### config.mk
export PLATFORM = sky130hd
export DESIGN_NAME = rtc_calendar_core_flat
export DESIGN_NICKNAME = d
export VERILOG_FILES = /design/src/rtl/rtc_calendar_core_if.sv /design/src/rtl/rtc_calendar_core.sv /design/src/flat_wrapper.sv
export SDC_FILE = /design/constraint.sdc
export NUM_CORES = 1
export LEC_CHECK = 0
export BUFFER_PORTS_ARGS = -buffer_cell sky130_fd_sc_hd__buf_4
export CAP_MARGIN = 20
export CORE_UTILIZATION = 60
export CTS_BUF_LIST = sky130_fd_sc_hd__clkbuf_8
export DETAILED_ROUTE_END_ITERATION = 6
export PLACE_DENSITY = 0.78
export SYNTH_ARGS = -nofsm -noshare
export SYNTH_HDL_FRONTEND = slang
export SYNTH_SLANG_ARGS = --single-unit
### constraint.sdc
create_clock -name clk -period 4.9 [get_ports clk]
set_input_delay 0.245 -clock clk [delete_from_list [all_inputs] [get_ports clk]]
set_output_delay 0.245 -clock clk [all_outputs]
set_load 0.1 [all_outputs]
### src/rtl/rtc_calendar_core_if.sv
// rtc_calendar_core_if
//   Field access bus for the RTC calendar core: 6-bit load/readback path
//   plus the load strobe, read strobe and field select.
//
//   Signals
//     load     write strobe, din goes to field sel at this edge
//     rd       read strobe, field sel is captured into dout at this edge
//     sel[2:0] field select (0 sec, 1 min, 2 hour, 3 day, 4 date, 5 month, 6 year)
//     din[5:0] load data, binary
//     dout[5:0] registered readback
//     load_err one-cycle pulse after a rejected load
//
//   Modports
//     master  host side (drives strobes and data)
//     slave   core side (returns readback and error)

interface rtc_calendar_core_if;
  logic       load;
  logic       rd;
  logic [2:0] sel;
  logic [5:0] din;
  logic [5:0] dout;
  logic       load_err;

  modport master (
    output load, rd, sel, din,
    input  dout, load_err
  );

  modport slave (
    input  load, rd, sel, din,
    output dout, load_err
  );
endinterface

### src/rtl/rtc_calendar_core.sv
// rtc_calendar_core
//   Time-of-day and calendar counter chain (sec, min, hour, day-of-week,
//   date, month, year) driven by a prescaled one-second tick. Fields are
//   loaded and read back over a 6-bit bus; loads are range-checked and month
//   lengths follow the year[1:0]==0 leap rule (year 0 = 2000).
//
//   Optional build macro: RTC_ALARM_EN adds a daily hour:minute alarm.
//
//   Ports
//     clk        system clock, rising edge
//     clear_n    asynchronous active-low reset
//     enable     1 = prescaler and counters run, 0 = hold (bus still works)
//     hour12     display mode: 1 = 12-hour, 0 = 24-hour
//     bus        field access bus (rtc_calendar_core_if.slave)
//     sec_tick   one-cycle pulse on every seconds increment
//     day_tick   one-cycle pulse with sec_tick when the date advanced
//     hour_disp  display hour, 0-23 or 1-12
//     pm         internal hour >= 12
//   RTC_ALARM_EN only
//     alarm_set  alarm programming strobe: hour then minute on din
//     alarm_on   alarm enable
//     alarm      one-cycle pulse when a tick reaches alarm_hour:alarm_min:00

module rtc_calendar_core #(
  parameter int TICK_DIV = 50,
  parameter int PRESC_W  = 16,
  parameter int YEAR_MAX = 63
) (
  input  logic               clk,
  input  logic               clear_n,
  input  logic               enable,
  input  logic               hour12,
  rtc_calendar_core_if.slave bus,
  output logic               sec_tick,
  output logic               day_tick,
  output logic [4:0]         hour_disp,
  output logic               pm
`ifdef RTC_ALARM_EN
  ,
  input  logic               alarm_set,
  input  logic               alarm_on,
  output logic               alarm
`endif
);

  localparam logic [PRESC_W-1:0] PRESC_TC = PRESC_W'(TICK_DIV - 1);
  localparam logic [5:0]         YEAR_TOP = 6'(YEAR_MAX);

  localparam logic [2:0] SEL_SEC   = 3'd0;
  localparam logic [2:0] SEL_MIN   = 3'd1;
  localparam logic [2:0] SEL_HOUR  = 3'd2;
  localparam logic [2:0] SEL_DAY   = 3'd3;
  localparam logic [2:0] SEL_DATE  = 3'd4;
  localparam logic [2:0] SEL_MONTH = 3'd5;
  localparam logic [2:0] SEL_YEAR  = 3'd6;

  logic [PRESC_W-1:0] presc;
  logic [5:0]         sec;
  logic [5:0]         min;
  logic [4:0]         hour;
  logic [2:0]         day;
  logic [4:0]         date;
  logic [3:0]         month;
  logic [5:0]         year;
  logic [5:0]         dout_r;
  logic               load_err_r;

  logic [PRESC_W-1:0] presc_nx;
  logic               tick_now;
  logic               c_min, c_hour, c_day, c_month, c_year;
  logic [5:0]         sec_casc, min_casc, year_casc;
  logic [4:0]         hour_casc, date_casc;
  logic [2:0]         day_casc;
  logic [3:0]         month_casc;
  logic [4:0]         cur_len, nx_len;
  logic               ld_ok;
  logic               ld_sec, ld_min, ld_hour, ld_day, ld_date, ld_month, ld_year;
  logic [5:0]         sec_nx, min_nx, year_nx;
  logic [4:0]         hour_nx, date_pre, date_nx;
  logic [2:0]         day_nx;
  logic [3:0]         month_nx;
  logic [5:0]         rd_val;
  logic               err_nx;
  logic               alarm_err;

  function automatic logic [4:0] month_len(input logic [3:0] mo, input logic [5:0] yr);
    case (mo)
      4'd2:                     month_len = (yr[1:0] == 2'b00) ? 5'd29 : 5'd28;
      4'd4, 4'd6, 4'd9, 4'd11: month_len = 5'd30;
      default:                  month_len = 5'd31;
    endcase
  endfunction

  // Cascade: every carry is decided from the current register values, so
  // the whole chain settles on one edge.
  always_comb begin
    tick_now = enable && (presc == PRESC_TC);
    cur_len  = month_len(month, year);

    c_min   = tick_now && (sec == 6'd59);
    c_hour  = c_min && (min == 6'd59);
    c_day   = c_hour && (hour == 5'd23);
    c_month = c_day && (date == cur_len);
    c_year  = c_month && (month == 4'd12);

    sec_casc   = tick_now ? ((sec == 6'd59) ? 6'd0 : sec + 6'd1) : sec;
    min_casc   = c_min ? ((min == 6'd59) ? 6'd0 : min + 6'd1) : min;
    hour_casc  = c_hour ? ((hour == 5'd23) ? 5'd0 : hour + 5'd1) : hour;
    day_casc   = c_day ? ((day == 3'd6) ? 3'd0 : day + 3'd1) : day;
    date_casc  = c_day ? ((date == cur_len) ? 5'd1 : date + 5'd1) : date;
    month_casc = c_month ? ((month == 4'd12) ? 4'd1 : month + 4'd1) : month;
    year_casc  = c_year ? ((year == YEAR_TOP) ? 6'd0 : year + 6'd1) : year;
  end

  // Load range check; date is checked against the month currently held.
  always_comb begin
    ld_ok = 1'b0;
    case (bus.sel)
      SEL_SEC, SEL_MIN: ld_ok = (bus.din <= 6'd59);
      SEL_HOUR:         ld_ok = (bus.din <= 6'd23);
      SEL_DAY:          ld_ok = (bus.din <= 6'd6);
      SEL_DATE:         ld_ok = (bus.din != 6'd0) && (bus.din <= {1'b0, cur_len});
      SEL_MONTH:        ld_ok = (bus.din != 6'd0) && (bus.din <= 6'd12);
      SEL_YEAR:         ld_ok = (bus.din <= YEAR_TOP);
      default:          ld_ok = 1'b0;
    endcase
  end

  always_comb begin
    ld_sec   = bus.load && ld_ok && (bus.sel == SEL_SEC);
    ld_min   = bus.load && ld_ok && (bus.sel == SEL_MIN);
    ld_hour  = bus.load && ld_ok && (bus.sel == SEL_HOUR);
    ld_day   = bus.load && ld_ok && (bus.sel == SEL_DAY);
    ld_date  = bus.load && ld_ok && (bus.sel == SEL_DATE);
    ld_month = bus.load && ld_ok && (bus.sel == SEL_MONTH);
    ld_year  = bus.load && ld_ok && (bus.sel == SEL_YEAR);
  end

  // A load replaces only its own field; carries out of that field's old
  // value still reach the fields above it.
  always_comb begin
    sec_nx   = ld_sec   ? bus.din      : sec_casc;
    min_nx   = ld_min   ? bus.din      : min_casc;
    hour_nx  = ld_hour  ? bus.din[4:0] : hour_casc;
    day_nx   = ld_day   ? bus.din[2:0] : day_casc;
    date_pre = ld_date  ? bus.din[4:0] : date_casc;
    month_nx = ld_month ? bus.din[3:0] : month_casc;
    year_nx  = ld_year  ? bus.din      : year_casc;

    // Month/year load may shorten the month under the current date.
    nx_len  = month_len(month_nx, year_nx);
    date_nx = ((ld_month || ld_year) && (date_pre > nx_len)) ? nx_len : date_pre;

    if (ld_sec || tick_now) begin
      presc_nx = '0;
    end else if (enable) begin
      presc_nx = presc + PRESC_W'(1);
    end else begin
      presc_nx = presc;
    end

    err_nx = (bus.load && !ld_ok) || alarm_err;
  end

  always_comb begin
    rd_val = 6'd0;
    case (bus.sel)
      SEL_SEC:   rd_val = sec;
      SEL_MIN:   rd_val = min;
      SEL_HOUR:  rd_val = {1'b0, hour};
      SEL_DAY:   rd_val = {3'b000, day};
      SEL_DATE:  rd_val = {1'b0, date};
      SEL_MONTH: rd_val = {2'b00, month};
      SEL_YEAR:  rd_val = year;
      default:   rd_val = 6'd0;
    endcase
  end

  always_ff @(posedge clk or negedge clear_n) begin
    if (!clear_n) begin
      presc      <= '0;
      sec        <= 6'd0;
      min        <= 6'd0;
      hour       <= 5'd0;
      day        <= 3'd6;
      date       <= 5'd1;
      month      <= 4'd1;
      year       <= 6'd0;
      dout_r     <= 6'd0;
      load_err_r <= 1'b0;
      sec_tick   <= 1'b0;
      day_tick   <= 1'b0;
    end else begin
      presc      <= presc_nx;
      sec        <= sec_nx;
      min        <= min_nx;
      hour       <= hour_nx;
      day        <= day_nx;
      date       <= date_nx;
      month      <= month_nx;
      year       <= year_nx;
      load_err_r <= err_nx;
      sec_tick   <= tick_now;
      day_tick   <= c_day;
      // rd_val is built from pre-edge registers, so rd+load returns the old value
      if (bus.rd) begin
        dout_r <= rd_val;
      end
    end
  end

  assign bus.dout     = dout_r;
  assign bus.load_err = load_err_r;

  always_comb begin
    hour_disp = hour;
    if (hour12) begin
      if (hour == 5'd0) begin
        hour_disp = 5'd12;
      end else if (hour > 5'd12) begin
        hour_disp = hour - 5'd12;
      end
    end
  end

  assign pm = (hour >= 5'd12);

`ifdef RTC_ALARM_EN
  // Alarm programming sequencer
  //   state   | meaning
  //   AL_HOUR | next alarm_set edge takes alarm_hour from din
  //   AL_MIN  | next edge takes alarm_min if alarm_set, else abandons the pair
  localparam logic [0:0] AL_HOUR = 1'b0;
  localparam logic [0:0] AL_MIN  = 1'b1;

  logic [0:0] al_state;
  logic [4:0] alarm_hour;
  logic [5:0] alarm_min;
  logic       alarm_hit;

  always_comb begin
    alarm_err = 1'b0;
    if (alarm_set) begin
      if (al_state == AL_HOUR) begin
        alarm_err = (bus.din > 6'd23);
      end else begin
        alarm_err = (bus.din > 6'd59);
      end
    end
    // Match on the values the tick itself produces.
    alarm_hit = tick_now && alarm_on && (sec_casc == 6'd0) &&
                (min_casc == alarm_min) && (hour_casc == alarm_hour);
  end

  always_ff @(posedge clk or negedge clear_n) begin
    if (!clear_n) begin
      al_state   <= AL_HOUR;
      alarm_hour <= 5'd0;
      alarm_min  <= 6'd0;
      alarm      <= 1'b0;
    end else begin
      alarm <= alarm_hit;
      if (alarm_set) begin
        if (al_state == AL_HOUR) begin
          if (bus.din <= 6'd23) begin
            alarm_hour <= bus.din[4:0];
          end
          al_state <= AL_MIN;
        end else begin
          if (bus.din <= 6'd59) begin
            alarm_min <= bus.din;
          end
          al_state <= AL_HOUR;
        end
      end else begin
        al_state <= AL_HOUR;
      end
    end
  end
`else
  assign alarm_err = 1'b0;
`endif

endmodule

### src/flat_wrapper.sv
// flat-port wrapper written by rule: the top's interface ports become plain ports
module rtc_calendar_core_flat 
#(
  parameter int TICK_DIV = 50,
  parameter int PRESC_W  = 16,
  parameter int YEAR_MAX = 63
)
  (clk, clear_n, enable, hour12, sec_tick, day_tick, hour_disp, pm, bus_load, bus_rd, bus_sel, bus_din, bus_dout, bus_load_err);
  rtc_calendar_core_if bus_i ();
  input  logic clk;
  input  logic clear_n;
  input  logic enable;
  input  logic hour12;
  output logic sec_tick;
  output logic day_tick;
  output logic [4:0] hour_disp;
  output logic pm;
  input wire logic [$bits(bus_i.load)-1:0] bus_load;
  input wire logic [$bits(bus_i.rd)-1:0] bus_rd;
  input wire logic [$bits(bus_i.sel)-1:0] bus_sel;
  input wire logic [$bits(bus_i.din)-1:0] bus_din;
  output wire logic [$bits(bus_i.dout)-1:0] bus_dout;
  output wire logic [$bits(bus_i.load_err)-1:0] bus_load_err;
  assign bus_i.load = bus_load;
  assign bus_i.rd = bus_rd;
  assign bus_i.sel = bus_sel;
  assign bus_i.din = bus_din;
  assign bus_dout = bus_i.dout;
  assign bus_load_err = bus_i.load_err;
  rtc_calendar_core #(.TICK_DIV(TICK_DIV), .PRESC_W(PRESC_W), .YEAR_MAX(YEAR_MAX)) u_core (.clk(clk), .clear_n(clear_n), .enable(enable), .hour12(hour12), .bus(bus_i), .sec_tick(sec_tick), .day_tick(day_tick), .hour_disp(hour_disp), .pm(pm));
endmodule
==> results.py <==
metrics = {
    "final_layout": {
        "nNetsFinal": 570,
        "antenna_cells": 0,
        "drive_above_1_share_pct": 14.66,
        "area_growth_syn_to_layout_pct": 10.35,
        "fillCellCount": 576,
    },
    "sta": {
        "worst_hold_slack_ps": -23.71,
        "fin_worst_skew_ps": 11.38,
        "fmax_mhz": 222.0,
        "rsz0062_at_grt": "false",
        "hold_viol": 17,
        "slew_viol_final": 0,
        "worst_pin_slew_ps": 783.4,
        "post-route-period-util_pct": 91.93,
        "fin_setup_tns_ps": 0,
        "finalSetupViolCount": 0,
        "relSlewSlack_pct": 47.77,
        "min_period_ps": 4505,
    },
    "clock_network": {
        "clock_sinks": 60,
        "cts_tree": "done",
        "h-tree-depth": 3,
        "cts_hold_buffers": 0,
        "clk_pin_slew_ps": 70,
        "clock_latency_ps": 340,
        "post-cts-setup-buffers": 0,
        "cts_max_path_buffers": 2,
        "cts-root-buf": "clkbuf_8",
        "postCtsResizedCells": 0,
        "cts_buffers": 9,
    },
    "yosys": {
        "synthArstFlopShare_pct": 100.0,
        "syn_inst": 520,
        "synth_warnings": 0,
        "ys_ff_latch": 60,
        "synth_adder_area_share_pct": 5.750,
        "synthMuxAreaShare_pct": 4.974,
        "syn-num-nets": 555,
        "synth_xor_area_share_pct": 4.025,
        "yosys.area_share.simple_pct": 26.37,
        "post-synth-top-area-cell": "dfrtp_1",
        "synth_compound_area_share_pct": 18.69,
        "ys_seq_area_share_pct": 34.62,
        "ys_types": 73,
        "netlist_area_um2": 4352,
        "synthFlopType": "dfrtp_1",
        "synth_edf_count": 0,
        "syn-mean-instance-area_um2": 8.369,
        "synth_area_leaders": "dfrtp_1 32%, ha_1 5.8%, nand2_1 5.4%",
        "yosys.area.top_type_share_pct": 32.20,
        "synth_top_family_by_area": "simple AND/OR/NAND/NOR gates",
    },
    "routing": {
        "routed_wl_um": 11370,
        "drcViolationCount": 0,
        "firstDrtPassIters": 5,
        "ant_nets": 0,
        "post_drt_wl_per_cell_um": 17.90,
        "vias": 4083,
        "viasPerCell": 6.430,
        "drt-initial-drc-count": 361,
    },
    "job": {
        "drv_cap": 0,
    },
    "global_route": {
        "grt_pass1_wl_um": 18150,
        "antenna_found_initial": 0,
        "first_global_vias": 3702,
        "grt.total_usage_pct": 31.52,
        "grt_max_degree": 61,
        "overflow": 0,
    },
    "critical_path": {
        "max_stage_delay_ps": 600,
        "worstSetupPathType": "flip-flop to flip-flop",
        "arrival_ps": 4740,
        "cp_max_fo": 7,
        "critPathSlowestCell": "dfstp_2",
        "worstPathRequired_ps": 5130,
        "crit_chain": "ha_1, o21ai_0, o22ai_1, nor2_1, ha_1, nand2_1, o2111ai_1, a21oi_1, nor4_2, o31a_1, a21boi_1, a31oi_1, ha_1, a221oi_1, and3_1, and3_1, mux2_2",
        "crit_top_cell": "ha_1",
        "cp-end-kind": "flip-flop",
        "start_kind": "flip-flop",
    },
    "die": {
        "rows": 30,
        "initial_core_util_pct": 63.01,
        "die_h_um": 87.17,
        "core_area_um2": 6907,
        "die_x_um": 87.17,
        "die-area_um2": 7598,
        "ios": 30,
    },
    "pwr": {
        "leakage_nw": 2.075,
        "peakVddDrop_v": 0.0001894,
        "powerDensity_nw_per_um2": 409.4,
    },
    "outcome": {
        "violations": "hold timing",
        "status": "finished, violations left",
    },
    "placement": {
        "gp_congestion": 0.9873,
        "post-dp-hpwl_um": 8128,
        "port-buffer-count": 29,
    },
    "hold_path": {
        "hp-class": "primary input to async pin",
    },
}
## cell type report
| cell class | count | area, um^2 | area share, % |
|---|---|---|---|
| Timing Repair Buffer | 31 | 232.7 | 4.846 |
| Clock inverter | 3 | 68.82 | 1.433 |
| Sequential cell | 60 | 1506 | 31.37 |
| Clock buffer | 12 | 165.2 | 3.439 |
| Multi-Input combinational cell | 407 | 2611 | 54.38 |
| Tap cell | 96 | 120.1 | 2.501 |
| Inverter | 26 | 97.59 | 2.032 |
## cells in the mapped netlist (6+ instances only)
| master | instances |
|---|---|
| xnor2_1 | 6 |
| dfrtp_1 | 56 |
| or3_1 | 6 |
| inv_1 | 24 |
| and3_1 | 8 |
| a31oi_1 | 19 |
| mux2_2 | 6 |
| nand4_1 | 16 |
| ha_1 | 20 |
| nand2_1 | 63 |
| o22ai_1 | 7 |
| xor2_1 | 14 |
| nor3_1 | 8 |
| o21ai_0 | 30 |
| mux2i_1 | 7 |
| a21oi_1 | 21 |
| nor2b_1 | 7 |
| clkbuf_1 | 12 |
| nor2_1 | 60 |
| nand3_1 | 19 |
| a211oi_1 | 7 |
| buf_2 | 6 |
## logic make-up after synthesis
kind of cell | after synthesis
DFF | 60
muxes | 17
AOI/OAI and AO/OA | 124
and+or+nand+nor | 226
buffers and inverters | 53
xor gates and xnor gates | 20
adders and majority gates | 20
## worst max-delay path, delay by kind of cell (launching register included)
family	cells	cell delay (ps)
AO/OA/AOI/OAI	8	1980
adder cells (fa/ha/maj)	3	760
flip-flops	1	600
multiplexers	1	330
AND/OR/NAND/NOR	5	710
## path summary, 6_finish.rpt
path | start | end | slack [ps] | depth (start not counted)
max | u_core.month[0]$_DFF_PN1_ | u_core.date[1]$_DFF_PN0_ | 400 | 17
max reg2reg | u_core.month[0]$_DFF_PN1_ | u_core.date[1]$_DFF_PN0_ | 400 | 17
min in group clk | bus_load | u_core.bus.load_err$_DFF_PN0_ | 140 | 2
max in group asynchronous | clear_n | u_core.year[5]$_DFFE_PN0P_ | 4400 | 1
min | clear_n | u_core.date[3]$_DFF_PN0_ | -20 | 1
min reg2reg | u_core.bus.dout[3]$_DFFE_PN0P_ | u_core.bus.dout[3]$_DFFE_PN0P_ | 490 | 1
## flip-flops by register name, summed over array words and instances (netlist names)
register	flops
u_core.presc	16
u_core.min	6
u_core.day	3
u_core.sec_tick	1
u_core.hour	5
u_core.year	6
u_core.month	4
u_core.date	5
u_core.bus.dout	6
u_core.day_tick	1
u_core.bus.load_err	1
u_core.sec	6
## cells in the final DEF (no fill, tap or decap), drive strengths merged, types with 4 or more instances in the layout
cell type and count:
a211oi 7, a21oi 21, a22oi 4, a31oi 19, and2 5, and3 8
buf 31, clkbuf 12, dfrtp 56, dfstp 4, ha 20, inv 26
mux2 7, mux2i 7, nand2 64, nand2b 4, nand3 19, nand4 17
nor2 61, nor2b 7, nor3 12, nor4 7, o2111ai 4, o211ai 4
o21ai 30, o22ai 7, o31ai 4, or3 6, xnor2 6, xor2 14
## through the flow
stage,total power [mW],worst slack (ps),utilization [%],std cells,area [um^2]
floorplan,1.263,824.7,-,520,4352
global placement,1.417,515.5,66.01,620,4559
detailed placement,1.436,274.4,66.01,620,4559
CTS,1.963,267.9,69.40,635,4793
global route,2.073,38.52,69.53,635,4802
finish,1.966,395.2,69.53,635,4802
## power breakdown
group          internal [mW]  leakage (nW)  switching (mW)
sequential             0.596         0.746           0.158
combinational          0.235          1.21           0.453
clock                  0.326         0.119           0.198
## layer usage
layer	up-vias	part of all wire, %	global-route usage (%)
li1	1917	-	-
met1	1935	41	40.66
met2	205	48	52.33
met3	26	8.7	6.730
met4	0	2.1	11.48
met5	-	0	0
Power figures use the tool's default switching activity.
